$ cat src/rtl/uart_rx.sv
// 8N1 UART receiver: oversampled start-edge alignment, mid-bit sampling,
// one-entry holding buffer with read handshake, framing and overrun flags.
module uart_rx #(
  parameter int unsigned CLKS_PER_BIT = 12
) (
  input  logic       clk,
  input  logic       rst,
  input  logic       Rxd,
  input  logic       rd,
  output logic [7:0] data,
  output logic       dbf,
  output logic       fe,
  output logic       oe,
  output logic       busy
);

  localparam int unsigned N  = CLKS_PER_BIT;
  localparam int unsigned H  = N / 2;
  localparam int unsigned CW = (N > 1) ? $clog2(N) : 1;

  localparam logic [CW-1:0] CNT_HALF = CW'(H - 1);
  localparam logic [CW-1:0] CNT_FULL = CW'(N - 1);

  typedef enum logic [2:0] {
    IDLE,
    START,
    DATA,
    STOP,
    BREAK
  } state_t;

  state_t          state, state_nxt;
  logic [1:0]      sync;
  logic            rxs;
  logic [CW-1:0]   cnt, cnt_nxt;
  logic [2:0]      bitn, bitn_nxt;
  logic [7:0]      shift, shift_nxt;
  logic [7:0]      data_nxt;
  logic            dbf_nxt, fe_nxt, oe_nxt, busy_nxt;

  assign rxs = sync[1];

  // Two-flop synchronizer; idles high so reset never looks like a start bit
  always_ff @(posedge clk or negedge rst) begin
    if (!rst) begin
      sync <= 2'b11;
    end else begin
      sync <= {sync[0], Rxd};
    end
  end

  // State and datapath registers
  always_ff @(posedge clk or negedge rst) begin
    if (!rst) begin
      state <= IDLE;
      cnt   <= '0;
      bitn  <= '0;
      shift <= '0;
      data  <= '0;
      dbf   <= 1'b0;
      fe    <= 1'b0;
      oe    <= 1'b0;
      busy  <= 1'b0;
    end else begin
      state <= state_nxt;
      cnt   <= cnt_nxt;
      bitn  <= bitn_nxt;
      shift <= shift_nxt;
      data  <= data_nxt;
      dbf   <= dbf_nxt;
      fe    <= fe_nxt;
      oe    <= oe_nxt;
      busy  <= busy_nxt;
    end
  end

  // Next-state and buffer/flag updates; frame completion overrides a same-cycle read
  always_comb begin
    state_nxt = state;
    cnt_nxt   = cnt;
    bitn_nxt  = bitn;
    shift_nxt = shift;
    data_nxt  = data;
    dbf_nxt   = dbf;
    fe_nxt    = fe;
    oe_nxt    = oe;

    if (rd && dbf) begin
      dbf_nxt = 1'b0;
      oe_nxt  = 1'b0;
      fe_nxt  = 1'b0;
    end

    case (state)
      IDLE: begin
        if (!rxs) begin
          state_nxt = START;
          cnt_nxt   = '0;
        end
      end
      START: begin
        if (cnt == CNT_HALF) begin
          cnt_nxt = '0;
          if (!rxs) begin
            state_nxt = DATA;
            bitn_nxt  = '0;
          end else begin
            state_nxt = IDLE;
          end
        end else begin
          cnt_nxt = CW'(cnt + 1'b1);
        end
      end
      DATA: begin
        if (cnt == CNT_FULL) begin
          cnt_nxt   = '0;
          shift_nxt = {rxs, shift[7:1]};
          bitn_nxt  = bitn + 3'd1;
          if (bitn == 3'd7) begin
            state_nxt = STOP;
          end
        end else begin
          cnt_nxt = CW'(cnt + 1'b1);
        end
      end
      STOP: begin
        if (cnt == CNT_FULL) begin
          cnt_nxt = '0;
          if (rxs) begin
            data_nxt  = shift;
            dbf_nxt   = 1'b1;
            fe_nxt    = 1'b0;
            if (dbf && !rd) begin
              oe_nxt = 1'b1;
            end
            state_nxt = IDLE;
          end else begin
            fe_nxt    = 1'b1;
            state_nxt = BREAK;
          end
        end else begin
          cnt_nxt = CW'(cnt + 1'b1);
        end
      end
      BREAK: begin
        if (rxs) begin
          state_nxt = IDLE;
        end
      end
      default: begin
        state_nxt = IDLE;
      end
    endcase

    busy_nxt = (state_nxt != IDLE);
  end

endmodule

$ cat config.mk
export PLATFORM = sky130hd
export DESIGN_NAME = uart_rx
export DESIGN_NICKNAME = d
export VERILOG_FILES = /design/src/rtl/uart_rx.sv
export SDC_FILE = /design/constraint.sdc
export NUM_CORES = 1
export LEC_CHECK = 0
export CAP_MARGIN = 20
export CORE_MARGIN = 2
export CORE_UTILIZATION = 55
export CTS_BUF_LIST = sky130_fd_sc_hd__clkbuf_4
export DETAILED_ROUTE_END_ITERATION = 7
export GPL_TIMING_DRIVEN = 0
export PLACE_DENSITY = 0.91
export REMOVE_ABC_BUFFERS = 1
export SETUP_SLACK_MARGIN = 0.3
export SKIP_CTS_REPAIR_TIMING = 1
export SLEW_MARGIN = 15
export SYNTH_ARGS = -nofsm -noshare
export SYNTH_HDL_FRONTEND = slang
export SYNTH_SLANG_ARGS = --single-unit
$ cat constraint.sdc
create_clock -name clk -period 3.01 [get_ports clk]
set_input_delay 0.602 -clock clk [delete_from_list [all_inputs] [get_ports clk]]
set_output_delay 0.602 -clock clk [all_outputs]
set_load 0.01 [all_outputs]
# Yosys cells after proc, flatten, opt, wreduce, memory -nomap -nowiden
# Cells that the tools add are included.
[classes]
addsub = 2
multipliers = 0
div = 0
magnitude_cmp = 0
eq_ne = 11
n_shift = 0
muxes = 30
n_bitwise = 0
n_reduce_logical = 12
[ops]
columns = ["cell", "n"]
rows = [
  ["$mux W3", 10],
  ["$pmux W3 S5", 1],
  ["$mux W1", 13],
  ["$mux W4", 3],
  ["$pmux W4 S3", 1],
  ["$ne A2 B2 Y1 const B", 4],
  ["$eq A3 B2 Y1 const B", 2],
  ["$eq A3 B3 Y1 const B", 2],
  ["$pmux W3 S2", 1],
  ["$reduce_bool A3 Y1", 2],
  ["$add A4 B1 Y4 const B", 1],
  ["$eq A4 B3 Y1 const B", 1],
  ["$eq A4 B4 Y1 const B", 1],
  ["$reduce_and A2 Y1", 2],
  ["$reduce_and A4 Y1", 1],
  ["$add A3 B1 Y3 const B", 1],
  ["$eq A3 B1 Y1 const B", 1],
  ["$logic_not A3 Y1", 1],
  ["$reduce_and A3 Y1", 1],
  ["$logic_and A1 B1 Y1", 2],
  ["$mux W2", 1],
  ["$reduce_bool A2 Y1", 1],
  ["$reduce_or A2 Y1", 1],
  ["$logic_not A1 Y1", 1],
]
[totals]
ff_bits = 32
latch_bits = 0
ramBits = 0
rom_bits = 0
in_bits = 4
output_inout_bits = 12
elab_cells = 65
mem_count = 0

# Depth between registers and ports, before layout
# Gate-level depths: netlist of the first run.
[logic_depth]
depth_word = 6
depth_mapped = 6
ltp_nobuf = 6

# Worst setup path after synthesis of the first run
# Ideal clock, no wire load.
[synth_path]
kind = "register to register"
start = "register cnt[0]"
end = "register busy"
setup_ns = 0.131
t_arrival_ns = 1.416
required_ns = 2.879
slack_ns = 1.463
stages_incl_launch_ff = 6
path_buffers = 0
synth_period_minus_slack_ns = 1.547
cell_sequence = "dfrtp_1 -> ha_1 -> and4b_4 -> nand3b_1 -> a21oi_1 -> or3_1"
[synth_between]
elab_chain_cells = 4
elab_cells_between_ends = 7
cone_classes = "2 x eq/ne; 4 x mux; 1 x reduce/logical"
[synth_rtl]
columns = ["element", "line_no", "rtl"]
rows = [
  ["start, declared", "35", "logic [CW-1:0] cnt, cnt_nxt;"],
  ["start signal, assigned", "66", "cnt <= cnt_nxt;"],
  ["$eq A4 B4 Y1 or $eq A4 B3 Y1 (tied branches)", "115, 127, 102", ""],
  ["$mux W3, on equally long branches", "127, 102, 115", ""],
  ["$pmux W3 S5 *", "94", "case (state)"],
  ["via state_nxt[2]", "32", "state_t state, state_nxt;"],
  ["$reduce_bool A3 Y1 *", "155", "busy_nxt = (state_nxt != IDLE);"],
  ["via busy_nxt", "39", "logic dbf_nxt, fe_nxt, oe_nxt, busy_nxt;"],
  ["end signal, assigned", "73", "busy <= busy_nxt;"],
  ["end, declared", "14", "output logic busy"],
]
# Mark *: on every way through the listed nets, which the timed path passes. The rest lies on a longest branch.
# A chain may end at the register's enable or synchronous reset.

# Final worst setup path of the first run
[layout_path]
start = "register cnt[0]"
end = "register bitn[0]"
[layout_between]
elab_chain_cells = 3
elab_cells_between_ends = 5
cone_classes = "4 x eq/ne; 1 x reduce/logical"
[layout_rtl]
columns = ["element", "line_no", "rtl"]
rows = [
  ["$eq A4 B4 Y1 or $eq A4 B3 Y1 (tied branches)", "115, 102", ""],
  ["$ne A2 B2 Y1 (no source line)", "-", ""],
  ["$reduce_and A4 Y1 (no source line) *", "-", ""],
  ["end signal, assigned", "67", "bitn <= bitn_nxt;"],
  ["end, declared", "36", "logic [2:0] bitn, bitn_nxt;"],
]
# Mark *: on every way between the ends. The rest lies on a longest branch, timed or not.

==> results of run 1 <==
cell families (layout without fill, tap and decap cells):
family | after synthesis | after routing | synth area share
compound gates | 17 | 17 | 0.0806
flops | 32 | 32 | 0.581
buf+inv | 7 | 26 | 0.0217
simple gates | 50 | 50 | 0.200
fa+ha+maj | 4 | 4 | 0.0362
mux | 10 | 10 | 0.0805
critical path: cells and delay by family, from the launching register on:
kind / cells / cell delay [ns]
AOI/OAI and AO/OA: 1 / 0.09
adders and majority gates: 1 / 0.28
buffers and inverters: 1 / 0.27
DFF: 1 / 0.42
muxes: 1 / 0.31
and+or+nand+nor: 2 / 0.74
cells in the mapped netlist, drive strengths merged:
cell type,count
nand4bb,1
nor2,3
mux2,9
nand3,2
dfrtp,30
mux2i,1
dfstp,2
a32oi,2
nand4b,3
o21ai,4
o21a,1
a21oi,4
o2bb2ai,1
o22ai,1
inv,2
and4bb,1
nand2b,1
and4b,1
ha,4
or3,3
nand2,30
a31oi,1
a22o,2
clkbuf,2
nand3b,3
buf,3
o211ai,1
nor3,2
sequential cells by signal, summed over array words and instances (netlist names), named ones only:
signal,cells
bitn,3
fe,1
state,3
cnt,4
dbf,1
sync,2
data,8
busy,1
shift,8
stage by stage:
stage	hold slack, ns	cell area, sq um	std cells	util
final	0.291	1630	169	0.668
after global routing	0.329	1630	169	0.668
after CTS	0.311	1630	169	0.668
after detailed placement	0.347	1550	161	0.637
after global placement	0.346	1550	160	0.636
after floorplan	0.306	1360	115	-
cells in the final DEF, fill, tap and decap left out, types with 2 or more instances in the layout:
master           instances
mux2_2                   9
clkbuf_4                 5
dfstp_2                  2
o21ai_0                  4
nand3b_1                 3
nor2_1                   3
or3_1                    3
clkinv_1                 2
inv_1                    2
ha_1                     4
nand3_1                  2
a21oi_1                  4
nand2_1                 30
a22o_1                   2
a32oi_1                  2
dfrtp_1                 30
clkdlybuf4s50_1         14
nor3_1                   2
final cells by class:
type / instances / area [sq um] / area share
Clock buffer: 5 / 37.5 / 0.0231
Timing Repair Buffer: 16 / 153 / 0.0939
Sequential cell: 32 / 803 / 0.494
Tap cell: 30 / 37.5 / 0.0231
Multi-Input combinational cell: 81 / 549 / 0.338
Clock inverter: 3 / 37.5 / 0.0231
Inverter: 2 / 7.51 / 0.00462
routing by layer:
layer / vias to the layer above / track usage / wire length [um] / part of all wire
met5: - / 0 / 0 / 0
met4: 0 / 0.138 / 79 / 0.032
met3: 8 / 0.0750 / 96 / 0.039
met2: 27 / 0.299 / 1290 / 0.52
met1: 482 / 0.254 / 1010 / 0.41
li1: 461 / - / - / -
how the worst min path moves through the flow:
stage          startpoint   endpoint  cells after the start
3_3_place_gp      sync[0]    sync[1]                      0
5_1_grt               rst    data[6]                      1
2_1_floorplan         rst  async pin                      0
4_1_cts               rst    bitn[1]                      1
6_report              rst     cnt[2]                      1
3_5_place_dp      sync[0]    sync[1]                      0
report_power, final:
group          internal [uW]  switching (uW)
Sequential               503            92.9
Combinational            147             135
Clock                    169             141
Total                    819             369
==> impl_table.tex, run 1 <==
\begin{tabular}{lr}
\hline
Metric & Value \\
\hline
\multicolumn{2}{l}{\textbf{Setup path}} \\
\quad Reg2Reg Launch Point & cnt[0] \\
\quad Slowest-stage cell, CP & nor3\_1 \\
\quad CP cell instances & ha\_1 > nand4b\_2 > nor3\_1 > buf\_4 > a31oi\_1 > mux2\_2 \\
\quad Origin of the worst setup path & cnt[0] \\
\quad Type of the setup path with the least slack & reg -> reg \\
\quad Number of cells on the worst reg-to-reg path & 6 \\
\quad Highest fanout seen on the critical path & 7 \\
\quad Signal arrival time at the worst endpoint & between 2 and 2.5 ns \\
\quad R2r endpoint & bitn[0] \\
\quad Worst setup path end & bitn[0] \\
\quad Delay of the slowest critical-path stage & $\sim$0.57 ns \\
\quad Setup slack on the worst flop-to-flop path & a little under 0.8 ns \\
\quad Crit start category & flip-flop \\
\quad Required time at the worst-slack endpoint & 3.23 ns \\
\quad CP Capture Type & flip-flop \\
\multicolumn{2}{l}{\textbf{Floorplanning}} \\
\quad Starting Density & 0.568 \\
\quad Placeable core region & 2430 sq um \\
\quad Die outline area & 2930 sq um \\
\quad Number of top-level pins & 16 \\
\quad Die extent in y & 54.1 um \\
\quad Die Wd & 54.1 um \\
\quad Number of rows created at floorplan & 18 \\
\multicolumn{2}{l}{\textbf{STA}} \\
\quad Clock tree skew after final layout & around 0.01 ns \\
\quad Tightest Pin Transition & 0.702 ns \\
\quad Total count of hold-check failures in the final report & 0 \\
\quad Tightest slew margin relative to the limit & 0.529 \\
\quad Final Max Tran Viols & 0 \\
\quad Peak Freq & 449 MHz \\
\quad Minimum setup slack in the final design & 0.785 ns \\
\quad Portion of the clock cycle consumed by the worst path in the final layout & 0.739 \\
\quad RSZ-0062 raised after global routing & no \\
\quad Final setup violation count & 0 \\
\quad Post-layout min period & 2.23 ns \\
\quad Final total negative setup slack & 0 ns \\
\multicolumn{2}{l}{\textbf{Routing}} \\
\quad Per-cell routed wire length & 14.6 um \\
\quad Drt first pass iters & 4 \\
\quad Vias per cell & $\sim$5.8 \\
\quad ANT nets after route & 0 \\
\quad Drc violations & 0 \\
\quad Total detailed-routing wirelength & $\sim$2.5 mm \\
\quad Number of DRC violations after detailed-routing iteration 0 & 14 \\
\quad Routed via count & 978 \\
\multicolumn{2}{l}{\textbf{Run}} \\
\quad Max Cap Viol & 0 \\
\multicolumn{2}{l}{\textbf{Final layout}} \\
\quad Total Nets Final & roughly 150 \\
\quad Proportion of layout cells with a drive suffix above 1 & 0.158 \\
\quad N\_diodes & 0 \\
\quad Count of filler cells inserted in the layout & 187 \\
\quad Relative area change from synthesis to final layout & 17.6\% \\
\multicolumn{2}{l}{\textbf{Yosys}} \\
\quad Portion of the post-synthesis area used by sequential elements & 0.581 \\
\quad Share of the synthesized area in the top cell type & 0.543 \\
\quad Flops \& latches, synth & 32 \\
\quad Cell types occupying the most area after synthesis & dfrtp\_1, nand2\_1, mux2\_2 \\
\quad Number of distinct standard cells referenced by the synthesized netlist & 30 \\
\quad Synth Area per Inst & 11.5 sq um \\
\quad Most area-hungry cell type in the Yosys netlist & dfrtp\_1 \\
\quad Summed instance area of the synthesized netlist & 1380 sq um \\
\quad Post-synthesis cell count & between 100 and 150 \\
\quad Count of warnings emitted by yosys & 0 \\
\multicolumn{2}{l}{\textbf{Clock tree}} \\
\quad H-tree level count & 2 \\
\quad Number of clock sinks & 32 \\
\quad Number of buffers inserted during clock tree synthesis & 5 \\
\quad TritonCTS clock tree & yes \\
\quad Worst-case clock buffer depth & 2 \\
\quad Clk\_lat worst skew & approximately 0.34 ns \\
\quad Clock-pin slew reported for the worst setup and hold paths after clock tree synthesis & 0.10 ns \\
\quad CTS root buffer & clkbuf\_4 \\
\multicolumn{2}{l}{\textbf{GRT}} \\
\quad Remaining global-route overflow & 0 \\
\quad Maximum number of pins on one net before global-route repair & 33 \\
\quad First-pass GRT wire length & 4.04 mm \\
\quad Via count of the first global-routing pass & between 800 and 900 \\
\quad Initial antenna violation count & 0 \\
\quad Global-route usage over all layers & 0.205 \\
\multicolumn{2}{l}{\textbf{Power and ir drop}} \\
\quad Peak supply drop & 577 uV \\
\quad Power density cells & between 700 and 800 nW/um\^{}2 \\
\quad Post-route total power & 1190 uW \\
\quad Leakage Power & 0.000816 uW \\
\multicolumn{2}{l}{\textbf{Placement}} \\
\quad Gpl congestion & between 0.8 and 0.9 \\
\quad Pre-CTS worst setup slack & between 0.8 and 0.9 ns \\
\quad Number of input and output port buffers inserted & 15 \\
\quad HPWL reported at the end of detailed placement & 1.71 mm \\
\multicolumn{2}{l}{\textbf{Run status}} \\
\quad Outcome & complete, no violations \\
\multicolumn{2}{l}{\textbf{Min path}} \\
\quad Hold Path Class & in -> async \\
\hline
\end{tabular}
Note: power is estimated with default switching activity, not from simulation.
==> run 2: changes to the inputs <==
--- a/config.mk
+++ b/config.mk
@@ -7,11 +7,11 @@
 export LEC_CHECK = 0
 export CAP_MARGIN = 20
 export CORE_MARGIN = 2
-export CORE_UTILIZATION = 55
+export CORE_UTILIZATION = 51
 export CTS_BUF_LIST = sky130_fd_sc_hd__clkbuf_4
 export DETAILED_ROUTE_END_ITERATION = 7
 export GPL_TIMING_DRIVEN = 0
-export PLACE_DENSITY = 0.91
+export PLACE_DENSITY = 0.89
 export REMOVE_ABC_BUFFERS = 1
 export SETUP_SLACK_MARGIN = 0.3
 export SKIP_CTS_REPAIR_TIMING = 1
==> constraint.sdc (replaced) <==
create_clock -name clk -period 2 [get_ports clk]
set_input_delay 0.4 -clock clk [delete_from_list [all_inputs] [get_ports clk]]
set_output_delay 0.4 -clock clk [all_outputs]
set_load 0.01 [all_outputs]
==> run 2 against run 1 <==
Maximum frequency increased by 30%; wire length increased by 23%; global-route usage decreased by 0.47 points; largest cell class unchanged; sequential cell count unchanged; worst setup slack got worse by 0.49 ns; cell area increased by 9.5%; clock-buffer cell count unchanged; first-iteration DRC count increased to 5.0 times the previous value; sequential share of layout area decreased by 4.2 points.
==> impl_table.tex, run 2 (synthesis results as in run 1) <==
\begin{tabular}{lr}
\hline
Metric & Value \\
\hline
\multicolumn{2}{l}{\textbf{Run status}} \\
\quad Outcome & complete, no violations \\
\multicolumn{2}{l}{\textbf{GRT}} \\
\quad Remaining global-route overflow & 0 \\
\quad Maximum number of pins on one net before global-route repair & 33 \\
\quad Via count of the first global-routing pass & 1012 \\
\quad Global-route usage over all layers & 0.201 \\
\quad First-pass GRT wire length & 4.72 mm \\
\quad Initial antenna violation count & 0 \\
\multicolumn{2}{l}{\textbf{Power and ir drop}} \\
\quad Peak supply drop & 1040 uV \\
\quad Sw frac & 0.327 \\
\quad Leakage Power & 0.000934 uW \\
\quad Int Power & 1350 uW \\
\quad Relative contribution of sequential cells to total power & 0.461 \\
\quad Net Sw Power & 657 uW \\
\quad Power density cells & 1130 nW/um\^{}2 \\
\quad Logic gate share of total power & 0.301 \\
\quad Share of power burned in the clock network & 0.239 \\
\multicolumn{2}{l}{\textbf{Floorplanning}} \\
\quad Number of rows created at floorplan & 18 \\
\quad Starting Density & 0.548 \\
\quad Number of top-level pins & 16 \\
\quad Die extent in y & 56.1 um \\
\quad Die Wd & 56.1 um \\
\quad Placeable core region & 2520 sq um \\
\quad Die outline area & 3140 sq um \\
\multicolumn{2}{l}{\textbf{Clock tree}} \\
\quad Clk\_lat worst skew & 0.33 ns \\
\quad Worst-case clock buffer depth & 2 \\
\quad Number of buffers inserted during clock tree synthesis & 5 \\
\quad Number of clock sinks & 32 \\
\quad CTS root buffer & clkbuf\_4 \\
\quad TritonCTS clock tree & yes \\
\quad Clock-pin slew reported for the worst setup and hold paths after clock tree synthesis & roughly 0.11 ns \\
\quad H-tree level count & 2 \\
\multicolumn{2}{l}{\textbf{Min path}} \\
\quad Hold Path Class & in -> async \\
\multicolumn{2}{l}{\textbf{Final layout}} \\
\quad Relative area change from synthesis to final layout & 28.7\% \\
\quad Final cell utilization of the core & 0.705 \\
\quad Register area & 805 sq um \\
\quad Total Nets Final & around 160 \\
\quad Largest regs & data (8), shift (8), cnt (4) \\
\quad Multi-input gate area in the final layout & 612 sq um \\
\quad Count of filler cells inserted in the layout & 170 \\
\quad Proportion of layout cells with a drive suffix above 1 & 0.275 \\
\quad Commonest non-fill, non-tap cells in the layout & nand2\_1, dfrtp\_1, clkdlybuf4s50\_1, mux2\_2, buf\_4 \\
\quad N\_diodes & 0 \\
\multicolumn{2}{l}{\textbf{Setup path}} \\
\quad Setup slack on the worst flop-to-flop path & 0.29 ns \\
\quad CP Capture Type & flip-flop \\
\quad R2r endpoint & busy \\
\quad Signal arrival time at the worst endpoint & 1.92 ns \\
\quad Worst setup path end & busy \\
\quad Highest fanout seen on the critical path & 4 \\
\quad Type of the setup path with the least slack & reg -> reg \\
\quad Number of cells on the worst reg-to-reg path & 6 \\
\quad Origin of the worst setup path & cnt[1] \\
\quad Slowest-stage cell, CP & dfrtp\_1 \\
\quad CP cell instances & ha\_4 > buf\_4 > and4b\_4 > nand3b\_1 > a21oi\_2 > or3\_1 \\
\quad Crit start category & flip-flop \\
\quad Delay of the slowest critical-path stage & 0.44 ns \\
\quad Required time at the worst-slack endpoint & around 2.2 ns \\
\quad Reg2Reg Launch Point & cnt[1] \\
\multicolumn{2}{l}{\textbf{Run}} \\
\quad Max Cap Viol & 0 \\
\multicolumn{2}{l}{\textbf{STA}} \\
\quad Tightest Pin Transition & 0.684 ns \\
\quad Final setup violation count & 0 \\
\quad RSZ-0062 raised after global routing & yes \\
\quad Final Max Tran Viols & 0 \\
\quad Peak Freq & between 500 and 600 MHz \\
\quad Hold slack final & 0.0913 ns \\
\quad Clock tree skew after final layout & 0.0162 ns \\
\quad Portion of the clock cycle consumed by the worst path in the final layout & 0.855 \\
\quad Total count of hold-check failures in the final report & 0 \\
\quad Post-layout min period & about 1.7 ns \\
\quad Tightest slew margin relative to the limit & 0.544 \\
\multicolumn{2}{l}{\textbf{Routing}} \\
\quad Drt first pass iters & 4 \\
\quad Total detailed-routing wirelength & 3.05 mm \\
\quad ANT nets after route & 0 \\
\quad Per-cell routed wire length & 17.1 um \\
\quad Number of DRC violations after detailed-routing iteration 0 & 70 \\
\quad Drc violations & 0 \\
\quad Routed via count & between 1000 and 1500 \\
\quad Vias per cell & around 6.0 \\
\multicolumn{2}{l}{\textbf{Placement}} \\
\quad HPWL reported at the end of detailed placement & 1.87 mm \\
\quad Number of input and output port buffers inserted & 15 \\
\quad Gpl congestion & 0.845 \\
\hline
\end{tabular}
-- run 2: stage by stage --
step           setup slack, ns  setup TNS, ns  cells  area, sq um  total power, uW
6_report                 0.291              0    179         1780             2010
5_1_grt                  0.219              0    179         1780             2110
4_1_cts                 -0.211         -0.794    169         1620             1800
3_5_place_dp            -0.148         -0.293    161         1550             1330
3_3_place_gp            -0.373          -1.17    160         1550             1290
2_1_floorplan           0.0380              0    115         1360             1170
-- run 2: routing by layer --
layer / part of all wire / global-route usage / wire [um] / up-vias
met2: 0.52 / 0.333 / 1580 / 54
met1: 0.39 / 0.231 / 1200 / 533
met5: 0 / 0 / 0 / -
li1: - / - / - / 477
met4: 0.020 / 0.0714 / 61 / 0
met3: 0.070 / 0.0860 / 213 / 9
-- run 2: worst min path at each step --
stage                            to  cells past startpoint  slack (ns)
final                       data[0]                      1        0.09
after global routing       shift[6]                      1        0.13
after CTS                   data[0]                      1        0.12
after detailed placement    sync[1]                      0        0.35
after global placement      sync[1]                      0        0.35
after floorplan           async pin                      0        0.10
-- run 2: critical path, delay by kind of cell, from the launching register on --
family                   cells  cell delay (ns)
AND/OR/NAND/NOR              3             0.74
flip-flops                   1             0.44
buffers and inverters        1             0.13
AO/OA/AOI/OAI                1             0.09
adder cells (fa/ha/maj)      1             0.20
-- run 2: power by group through the flow --
| stage | combinational (uW) | sequential, uW | clock [uW] |
|---|---|---|---|
| floorplan | 280 | 887 | 0 |
| global placement | 396 | 892 | 0 |
| detailed placement | 427 | 907 | 0 |
| CTS | 431 | 896 | 475 |
| global route | 653 | 946 | 514 |
| finish | 603 | 924 | 479 |
-- run 2: cell type report --
type,instances,share of cell area
flip-flops and latches,32,0.452
multi-input cells,81,0.344
repair buffers,26,0.136
clock buffers,5,0.0211
clock inverters,3,0.0211
well taps,30,0.0211
inverters,2,0.00422
